## src/rtl/single_to_fix.sv

```systemverilog
// IEEE 754 single-precision to unsigned fixed-point converter.
// Out-of-range operands saturate; normal values shift right by up to four bits per cycle.
module single_to_fix #(
    parameter int INT_WIDTH   = 12,
    parameter int FRACT_WIDTH = 4,
    localparam int W          = INT_WIDTH + FRACT_WIDTH
) (
    input  logic         clk,
    input  logic         rst,
    input  logic         in_valid,
    output logic         in_ready,
    input  logic [31:0]  in_single,
    output logic         out_valid,
    input  logic         out_ready,
    output logic [W-1:0] out_fixed,
    output logic         out_ovf,
    output logic         out_unf,
    output logic         out_inv
);

    typedef enum logic [1:0] {
        ST_IDLE  = 2'd0,
        ST_SHIFT = 2'd1,
        ST_DONE  = 2'd2
    } state_t;

    localparam logic signed [9:0] INT_S    = 10'(INT_WIDTH);
    localparam logic signed [9:0] FR_S     = 10'(FRACT_WIDTH);
    localparam logic signed [9:0] NEG_FR_S = 10'(-FRACT_WIDTH);

    state_t              state_r, state_nx;
    logic [4:0]          cnt_r, cnt_nx;
    logic [23:0]         sh_r, sh_nx;
    logic [W-1:0]        fixed_r, fixed_nx;
    logic                ovf_r, ovf_nx;
    logic                unf_r, unf_nx;
    logic                inv_r, inv_nx;
    logic                in_ready_r;
    logic                out_valid_r;

    logic                sgn_s;
    logic [7:0]          exp_s;
    logic [22:0]         man_s;
    logic [23:0]         sig_s;
    logic signed [9:0]   exp_unb_s;
    logic signed [9:0]   rsh_s;
    logic [4:0]          step_s;

    // Operand field split; rsh_s is the total right shift for a normal operand.
    always_comb begin
        sgn_s     = in_single[31];
        exp_s     = in_single[30:23];
        man_s     = in_single[22:0];
        sig_s     = {1'b1, man_s};
        exp_unb_s = $signed({2'b00, exp_s}) - 10'sd127;
        rsh_s     = 10'sd23 - FR_S - exp_unb_s;
        step_s    = (cnt_r > 5'd4) ? 5'd4 : cnt_r;
    end

    // Next-state, datapath and result/flag update.
    always_comb begin
        state_nx = state_r;
        cnt_nx   = cnt_r;
        sh_nx    = sh_r;
        fixed_nx = fixed_r;
        ovf_nx   = ovf_r;
        unf_nx   = unf_r;
        inv_nx   = inv_r;
        case (state_r)
            ST_IDLE: begin
                if (in_valid) begin
                    fixed_nx = {W{1'b0}};
                    ovf_nx   = 1'b0;
                    unf_nx   = 1'b0;
                    inv_nx   = 1'b0;
                    cnt_nx   = 5'd0;
                    state_nx = ST_DONE;
                    // First match wins: NaN and negatives are invalid before +Inf saturation.
                    if (exp_s == 8'hFF && man_s != 23'd0) begin
                        inv_nx = 1'b1;
                    end else if (sgn_s && (exp_s != 8'd0 || man_s != 23'd0)) begin
                        inv_nx = 1'b1;
                    end else if (exp_s == 8'hFF) begin
                        fixed_nx = {W{1'b1}};
                        ovf_nx   = 1'b1;
                    end else if (exp_s == 8'd0) begin
                        unf_nx = (man_s != 23'd0);
                    end else if (exp_unb_s >= INT_S) begin
                        fixed_nx = {W{1'b1}};
                        ovf_nx   = 1'b1;
                    end else if (exp_unb_s < NEG_FR_S) begin
                        unf_nx = 1'b1;
                    end else if (rsh_s == 10'sd0) begin
                        fixed_nx = sig_s[W-1:0];
                    end else begin
                        state_nx = ST_SHIFT;
                        cnt_nx   = rsh_s[4:0];
                        sh_nx    = sig_s;
                    end
                end else begin
                    state_nx = ST_IDLE;
                end
            end
            ST_SHIFT: begin
                sh_nx  = sh_r >> step_s;
                cnt_nx = cnt_r - step_s;
                if (cnt_nx == 5'd0) begin
                    state_nx = ST_DONE;
                    fixed_nx = sh_nx[W-1:0];
                end else begin
                    state_nx = ST_SHIFT;
                end
            end
            ST_DONE: begin
                if (out_ready) begin
                    state_nx = ST_IDLE;
                end else begin
                    state_nx = ST_DONE;
                end
            end
            default: begin
                state_nx = ST_IDLE;
            end
        endcase
    end

    // State, datapath and registered handshake outputs; reset discards any operation.
    always_ff @(posedge clk) begin
        if (rst) begin
            state_r     <= ST_IDLE;
            cnt_r       <= 5'd0;
            sh_r        <= 24'd0;
            fixed_r     <= {W{1'b0}};
            ovf_r       <= 1'b0;
            unf_r       <= 1'b0;
            inv_r       <= 1'b0;
            in_ready_r  <= 1'b1;
            out_valid_r <= 1'b0;
        end else begin
            state_r     <= state_nx;
            cnt_r       <= cnt_nx;
            sh_r        <= sh_nx;
            fixed_r     <= fixed_nx;
            ovf_r       <= ovf_nx;
            unf_r       <= unf_nx;
            inv_r       <= inv_nx;
            in_ready_r  <= (state_nx == ST_IDLE);
            out_valid_r <= (state_nx == ST_DONE);
        end
    end

    assign in_ready  = in_ready_r;
    assign out_valid = out_valid_r;
    assign out_fixed = fixed_r;
    assign out_ovf   = ovf_r;
    assign out_unf   = unf_r;
    assign out_inv   = inv_r;

endmodule

```

## config.mk

```make
export PLATFORM = sky130hd
export DESIGN_NAME = single_to_fix
export DESIGN_NICKNAME = d
export VERILOG_FILES = /design/src/rtl/single_to_fix.sv
export SDC_FILE = /design/constraint.sdc
export NUM_CORES = 1
export LEC_CHECK = 0
export CORE_ASPECT_RATIO = 0.9
export CORE_MARGIN = 2
export CORE_UTILIZATION = 60
export CTS_CLUSTER_DIAMETER = 120
export DETAILED_ROUTE_END_ITERATION = 10
export PLACE_DENSITY = 0.95
export SKIP_CTS_REPAIR_TIMING = 1
export SLEW_MARGIN = 25
export SYNTH_ARGS = -nofsm -noshare
export SYNTH_HDL_FRONTEND = slang
export SYNTH_SLANG_ARGS = --single-unit
```

## constraint.sdc

```tcl
create_clock -name clk -period 5.65 [get_ports clk]
set_input_delay 1.13 -clock clk [delete_from_list [all_inputs] [get_ports clk]]
set_output_delay 1.13 -clock clk [all_outputs]
set_load 0.05 [all_outputs]
```

# After elaboration in Yosys (flattened, before gate mapping)
# Index checks and enable logic that the tools add are counted.
[word_totals]
in_bits = 36
reg_bits = 52
elab_cells = 97
[op_classes]
n_eq_ne = 13
reduce_logical = 15
n_mux = 53
add_sub_neg = 3
n_lt_le_gt_ge = 3
shift = 1
[op_table]
columns = ["operator", "n"]
rows = [
  ["$mux W24", 8],
  ["$mux W16", 9],
  ["$pmux W24 S2", 1],
  ["$mux W5", 9],
  ["$pmux W16 S2", 1],
  ["$shr A24 B5 Y24", 1],
  ["$reduce_bool A23 Y1", 1],
  ["$mux W2", 10],
  ["$ne A2 B2 Y1 const B", 9],
  ["$mux W1", 13],
  ["$logic_not A10 Y1", 1],
  ["$pmux W5 S2", 1],
  ["$sub A6 B9 Y10 const A", 1],
  ["$ge A9 B5 Y1 const B", 1],
  ["$lt A9 B3 Y1 const B", 1],
  ["$reduce_and A9 Y1", 1],
  ["$sub A8 B7 Y9 const B", 1],
  ["$eq A8 B8 Y1 const B", 1],
  ["$logic_not A8 Y1", 1],
  ["$reduce_bool A8 Y1", 1],
  ["$pmux W2 S3", 1],
  ["$gt A5 B3 Y1 const B", 1],
  ["$logic_not A5 Y1", 1],
  ["$sub A5 B5 Y5", 1],
  ["8 further kinds", 12],
]

# Logic depth before layout (Yosys ltp)
# Gate-level depths: netlist of run 1.
[depth]
word_depth = 13
ltp_mapped = 15
depth_no_buf = 12

# Least setup slack after synthesis of run 1
# OpenSTA, ideal clock, no wires.
[synth_path]
path_type = "input port to flip-flop"
startpoint = "input in_single[25]"
endpoint = "register sh_r[19]"
arrival_ns = 3.802
slack_ns = 1.726
setup_time_ns = 0.122
stages = 13
cell_sequence = "buf_4 nand3_1 and2_1 nor2_1 ha_1 nand4b_1 mux2i_1 or3b_1 o211ai_2 a221oi_4 buf_6 buf_6 o311a_1"
[synth_between]
elab_chain_len = 5
word_cells_on_any_way = 19
[synth_lines]
columns = ["element", "line", "text"]
rows = [
  ["start, declared", "12", "input logic [31:0] in_single,"],
  ["$sub A8 B7 Y9 or $reduce_bool A8 Y1 (tied branches)", "55, 81", ""],
  ["$sub A6 B9 Y10 or $logic_or A1 B1 Y1 (tied branches)", "56, 81", ""],
  ["$logic_not A10 Y1 or $logic_and A1 B1 Y1 (tied branches)", "93, 81", ""],
  ["$ne A2 B2 Y1 (no line)", "--", ""],
  ["$reduce_and A9 Y1 (no line) (*)", "--", ""],
  ["end signal, assigned", "142", "sh_r <= sh_nx;"],
  ["end, declared", "33", "logic [23:0] sh_r, sh_nx;"],
]
# Every way passes the cells marked *; elsewhere a longest branch is shown, timed or not.
# A chain may end at the register's enable or synchronous reset.

# Worst setup path after layout of run 1
[layout_path]
startpoint = "input in_single[23]"
endpoint = "register sh_r[1]"
# The elaborated chain is that of the path after synthesis.

==> flow_summary.ini, run 1 <==
[logic_synthesis]
syn_avg_cell_area_um2 = 8.950
syn_nets = 493
synth_most_common_cell = dfxtp_1
synth_edf_count = 0
synthXorXnorAreaFrac_pct = 0.8698
synth-simple-area-share_pct = 21.50
synth_compound_area_share_pct = 26.69
ys_warn_count = 0
ys_ff_latch = 52
ys_seq_area_share_pct = 25.85
ys_top_cells_by_area = dfxtp_1 26%, mux4_2 11%, a2111oi_2 6.0%
synthDistinctLibCells = 62
synth_ff_type = dfxtp_1
synth-adder-area-share_pct = 2.423
syn_area_mm2 = 0.004028
synth_mux_area_share_pct = 16.53
synth_top_area_share_pct = 25.85
synth_top_family_by_area = compound AO/OA/AOI/OAI gates
postSynth.asyncResetShare_pct = 0
syn_inst = 450
yosysTopAreaCell = dfxtp_1
netlist_top_cells_count = 52 x dfxtp_1, 38 x nand2_1, 35 x clkbuf_1, 31 x a21oi_1, 27 x nor3_1

[cells_and_area]
syn2layout_area_growth_pct = 16.09
drive_gt1_share_pct = 15.58
diodes = 0
final_nets = 517

[die]
ios = 57
die_h_um = 81.73
rows = 28
dieArea_mm2 = 0.007385
die_w_um = 90.36
core-area_mm2 = 0.006551
start_util_pct = 61.48

[global_route]
grt_max_degree = 47
met3_usage_pct = 6.330
top_usage_layer = met2
grt_use_total_pct = 30.25
met2_usage_pct = 48.05
grt_util_met1_pct = 41.81
overflow = 0
grt_pass1_wl_um = 18150
antenna_found_initial = 0
grt_pass1_vias = 3664

[timing]
tns_ps = 0
fin_skew_ps = 9.836
slew_headroom_pct = 43.98
finalCritPeriodShare_pct = 80.64
finalMaxSlewViolations = 0
rsz0062_at_grt = no
worst_pin_slew_ps = 840.3
clock.fmax_mhz = 219.5
timing_hold_violations_final = 0
setup_viol_count_final = 0
post-route-min-period_ps = 4556

[clock_tree]
clk_pin_slew_ps = 100
htreeDepth = 2
clk_root_buffer_cell = clkbuf_8
clkLatencyLatePin_ps = 310
clock-sinks = 52
cts_tree = done
cts_buffers = 5
clockBufferDepth = 2

[worst_setup_path]
crit_path_cell_trace = clkdlybuf4s50_1 -> ha_1 -> xnor2_1 -> ha_1 -> nand4b_1 -> mux2i_1 -> or3b_1 -> o211ai_2 -> a221oi_4 -> buf_4 -> nor3b_1 -> a2111oi_2
regToRegEndpoint = out_fixed[15]
crit_path_frequent_cell = ha_1
crit_path_end_kind = register
cpPeakStageDelay_ps = 570
start_kind = input pin
path_buf_inv = 2
crit_path_start = in_single[23]
crit_type = in -> reg
timing.critical_path.to = sh_r[1]
timing.rr.start = cnt_r[4]
crit_cells = 12
worst-path-max-fanout = 46
crit_slowest_cell = xnor2_1
critPathTopFamily = buffers and inverters
rr_worst_depth = 9
worstPathRequired_ps = 5850
critPathArrivalTime_ps = 4760
r2r_slack_ps = 2430

[pwr]
p_leak_nw = 1.575
powerDensity_mw_per_mm2 = 180.5
ir_drop_uv = 132.8
finalPower_w = 0.0008440

[min_path]
hold_class = reg -> reg

[detailed_routing]
dr.pass1.iters = 5
vias = 4100
drt-total-wl_um = 11120
drtIter0Drc = 642
wl_per_cell_um = 19.68
vias_per_cell = 7.257
post-route-drc-count = 0
ant_nets = 0

[job]
cap_violations = 0

[status]
status = finished clean

[placed_design]
hpwlAfterDp_um = 8096
portBuffers = 56
routabilityCongestion = 0.9472
[flip-flops by register name, summed over array words and instances (netlist names)]
name and flops:
cnt_r 5, out_valid 1, out_inv 1, sh_r 24
in_ready 1, state_r 2, out_fixed 16, out_unf 1
out_ovf 1
[power by group]
part	switching, W	leakage, nW	internal (W)
clock network	0.000132	0.0445	0.0000883
logic	0.000138	1.11	0.0000894
registers	0.0000140	0.424	0.000383
total	0.000283	1.58	0.000561
[through the flow]
step	util [%]	setup slack (ps)	cells	hold slack, ps	instance area [µm²]
after floorplan	-	1726	450	479.5	4028
after global placement	69.60	964.5	557	454.9	4559
after detailed placement	69.60	722.9	557	463.5	4559
after CTS	70.97	1027	565	476.4	4649
after global routing	71.37	808.6	565	496.4	4676
final	71.37	1094	565	485.0	4676
[placed cells by master (no fill, tap or decap), drive strengths merged, types with 3 or more instances in the layout]
cell	netlist	layout
nand2b	4	4
nand4	20	20
xnor2	3	3
a31oi	5	5
o21a	3	3
clkdlybuf4s50	0	56
inv	9	10
clkbuf	35	5
o32ai	3	3
mux2i	20	20
nand2	38	38
nand3	6	6
or3b	3	3
nor2	16	16
nor4	7	7
o211ai	5	5
o21ai	25	25
mux4	20	20
nand3b	4	4
a21oi	31	31
a2111oi	16	16
ha	7	7
dfxtp	52	52
o221a	17	17
and2	3	3
nor3	27	27
o311a	5	5
a22oi	3	3
or3	6	6
buf	11	7
nor3b	16	16
[worst register-to-register path: cells and delay by family, from the launching register on]
| family | cells | cell delay [ps] |
|---|---|---|
| AND/OR/NAND/NOR | 3 | 890 |
| flip-flops | 1 | 400 |
| AO/OA/AOI/OAI | 5 | 1570 |
| adder cells (fa/ha/maj) | 1 | 260 |
[layout make-up]
class | count | area (µm²)
multi-input cells | 343 | 2785
fillers | 434 | 1876
flip-flops and latches | 52 | 1041
repair buffers | 63 | 613.1
well taps | 90 | 112.6
clock buffers | 5 | 68.82
inverters | 9 | 33.78
clock inverters | 3 | 21.27
[how the worst min path moves through the flow]
stage	from	slack [ps]	to	cells past startpoint
5_1_grt	out_ovf	500	out_ovf	2
3_5_place_dp	out_ovf	460	out_ovf	2
4_1_cts	out_ovf	480	out_ovf	2
3_3_place_gp	out_inv	450	out_inv	2
6_report	out_ovf	480	out_ovf	2
2_1_floorplan	sh_r[23]	480	sh_r[23]	2
[metal layers]
layer | vias up | routed length [µm]
met2 | 319 | 5146
li1 | 1814 | -
met3 | 42 | 1227
met5 | - | 0
met4 | 0 | 284
met1 | 1925 | 4459
[logic make-up after synthesis]
group / Yosys count
AOI/OAI and AO/OA: 130
xor gates and xnor gates: 4
adders and majority gates: 8
buffers and inverters: 55
DFF: 52
muxes: 41
other: 1
and+or+nand+nor: 159
Power figures use the tool's default switching activity.
==> run 2, diff against run 1 <==
Settings changed: CORE_UTILIZATION 60 to 56, PLACE_DENSITY 0.95 to 0.92.
Clock period 5.65 ns to 4.7 ns, I/O delays scaled along.
==> run 2 against run 1 <==
Against the previous run:
- critical path type unchanged
- die area increased by 6.8%
- via count shrank 2.4%
- largest cell class unchanged
- clock power grew 25%
- cell count grew 1.2%
- sequential cell count unchanged
- non-clock buffer count up 4
- critical endpoint is now sh_r[4]
==> flow_summary.ini, run 2 (synthesized netlist as in run 1, its figures left out) <==
[timing]
fin_skew_ps = 10.55
tns_ps = 0
post-route-min-period_ps = 4253
slew_headroom_pct = 44.14
finalMaxSlewViolations = 0
clock.fmax_mhz = 235.1
setup_viol_count_final = 0
worst_pin_slew_ps = 838.0
timing_hold_violations_final = 0
finalCritPeriodShare_pct = 90.49
rsz0062_at_grt = no

[clock_tree]
clk_root_buffer_cell = clkbuf_8
cts_tree = done
clockBufferDepth = 2
clk_pin_slew_ps = 110
clkLatencyLatePin_ps = 320
clock-sinks = 52
htreeDepth = 2
cts_buffers = 5

[detailed_routing]
drt-total-wl_um = 11320
drtIter0Drc = 355
post-route-drc-count = 0
vias_per_cell = 6.993
vias = 4000
dr.pass1.iters = 5
ant_nets = 0
wl_per_cell_um = 19.79

[global_route]
met3_usage_pct = 4.668
grt_use_total_pct = 29.45
met2_usage_pct = 47.74
grt_util_met1_pct = 37.80
antenna_found_initial = 0
grt_max_degree = 49
top_usage_layer = met2
overflow = 0
grt_pass1_wl_um = 18860
grt_pass1_vias = 3985

[worst_setup_path]
worstPathRequired_ps = 4910
crit_path_frequent_cell = ha_1
start_kind = input pin
critPathArrivalTime_ps = 4460
crit_type = in -> reg
worst-path-max-fanout = 46
crit_slowest_cell = clkdlybuf4s50_1
crit_path_end_kind = register
cpPeakStageDelay_ps = 540
crit_path_cell_trace = clkdlybuf4s50_1 -> ha_1 -> xnor2_1 -> ha_1 -> nand4b_1 -> mux2i_1 -> or3b_1 -> o211ai_2 -> a221oi_4 -> buf_12 -> nor3b_1 -> a2111oi_2
rr_worst_depth = 7

[cells_and_area]
final_area_mm2 = 0.004706
largest_reg_flops = 24
diodes = 0
final_common_cell = clkdlybuf4s50_1
final_nets = 521
layout_common_cells = 56 x clkdlybuf4s50_1, 52 x dfxtp_1, 38 x nand2_1
syn2layout_area_growth_pct = 16.84
final_util_pct = 67.20
regMostFlops = sh_r
drive_gt1_share_pct = 16.08

[die]
ios = 57
core-area_mm2 = 0.007003
start_util_pct = 57.51
rows = 29
die_w_um = 93.40
die_h_um = 84.46
dieArea_mm2 = 0.007888

[pwr]
ir_drop_uv = 160.4
powerDensity_mw_per_mm2 = 217.7
p_leak_nw = 1.590

[placed_design]
routabilityCongestion = 0.9410
portBuffers = 56
hpwlAfterDp_um = 7741
place_area_mm2 = 0.004594

[status]
status = finished clean

[job]
cap_violations = 0

[min_path]
hold_class = reg -> reg
hold_depth = 2
==> run 2: cell types whose count changed in the layout (fill, tap and decap cells not counted), sizes merged <==
cell      before  now
clkinv         1    2
buf            7   11
clkinvlp       1    0
==> run 2: cell type report <==
cell class              instances  area [µm²]
flip-flops and latches         52        1041
well taps                      93       116.4
multi-input cells             343        2755
inverters                       9       33.78
repair buffers                 67       668.1
fillers                       546        2297
clock buffers                   5       68.82
clock inverters                 3       22.52
==> run 2: final timing paths <==
check | startpoint | endpoint | slack, ps
max | in_single[24] | sh_r[4] | 450
min | out_inv | out_inv | 480
max reg2reg | cnt_r[4] | out_fixed[9] | 1780
min reg2reg | out_inv | out_inv | 480
==> run 2: power by group <==
part	leakage [nW]	internal, W	switching (W)
clock	0.0485	0.000107	0.000169
combinational	1.12	0.000109	0.000163
sequential	0.424	0.000460	0.0000168
==> run 2: metal layers <==
metal | wire (µm) | part of all wire (%)
met4 | 499 | 4.4
met3 | 845 | 7.5
met5 | 0 | 0
met2 | 5431 | 48
met1 | 4542 | 40
==> run 2: critical path, delay by kind of cell <==
kind | cells | cell delay (ps)
mux | 1 | 220
compound gates | 3 | 680
buf+inv | 2 | 740
fa+ha+maj | 2 | 680
xor+xnor | 1 | 490
simple gates | 3 | 710
==> run 2: metrics by stage <==
stage,std cells,worst slack (ps),power (W),hold slack (ps)
floorplan,450,966.1,0.0006551,479.5
global placement,563,392.3,0.0007437,451.1
detailed placement,563,181.1,0.0007528,453.3
CTS,571,473.4,0.001023,478.2
global route,572,192.4,0.001071,503.0
finish,572,447.2,0.001024,481.7
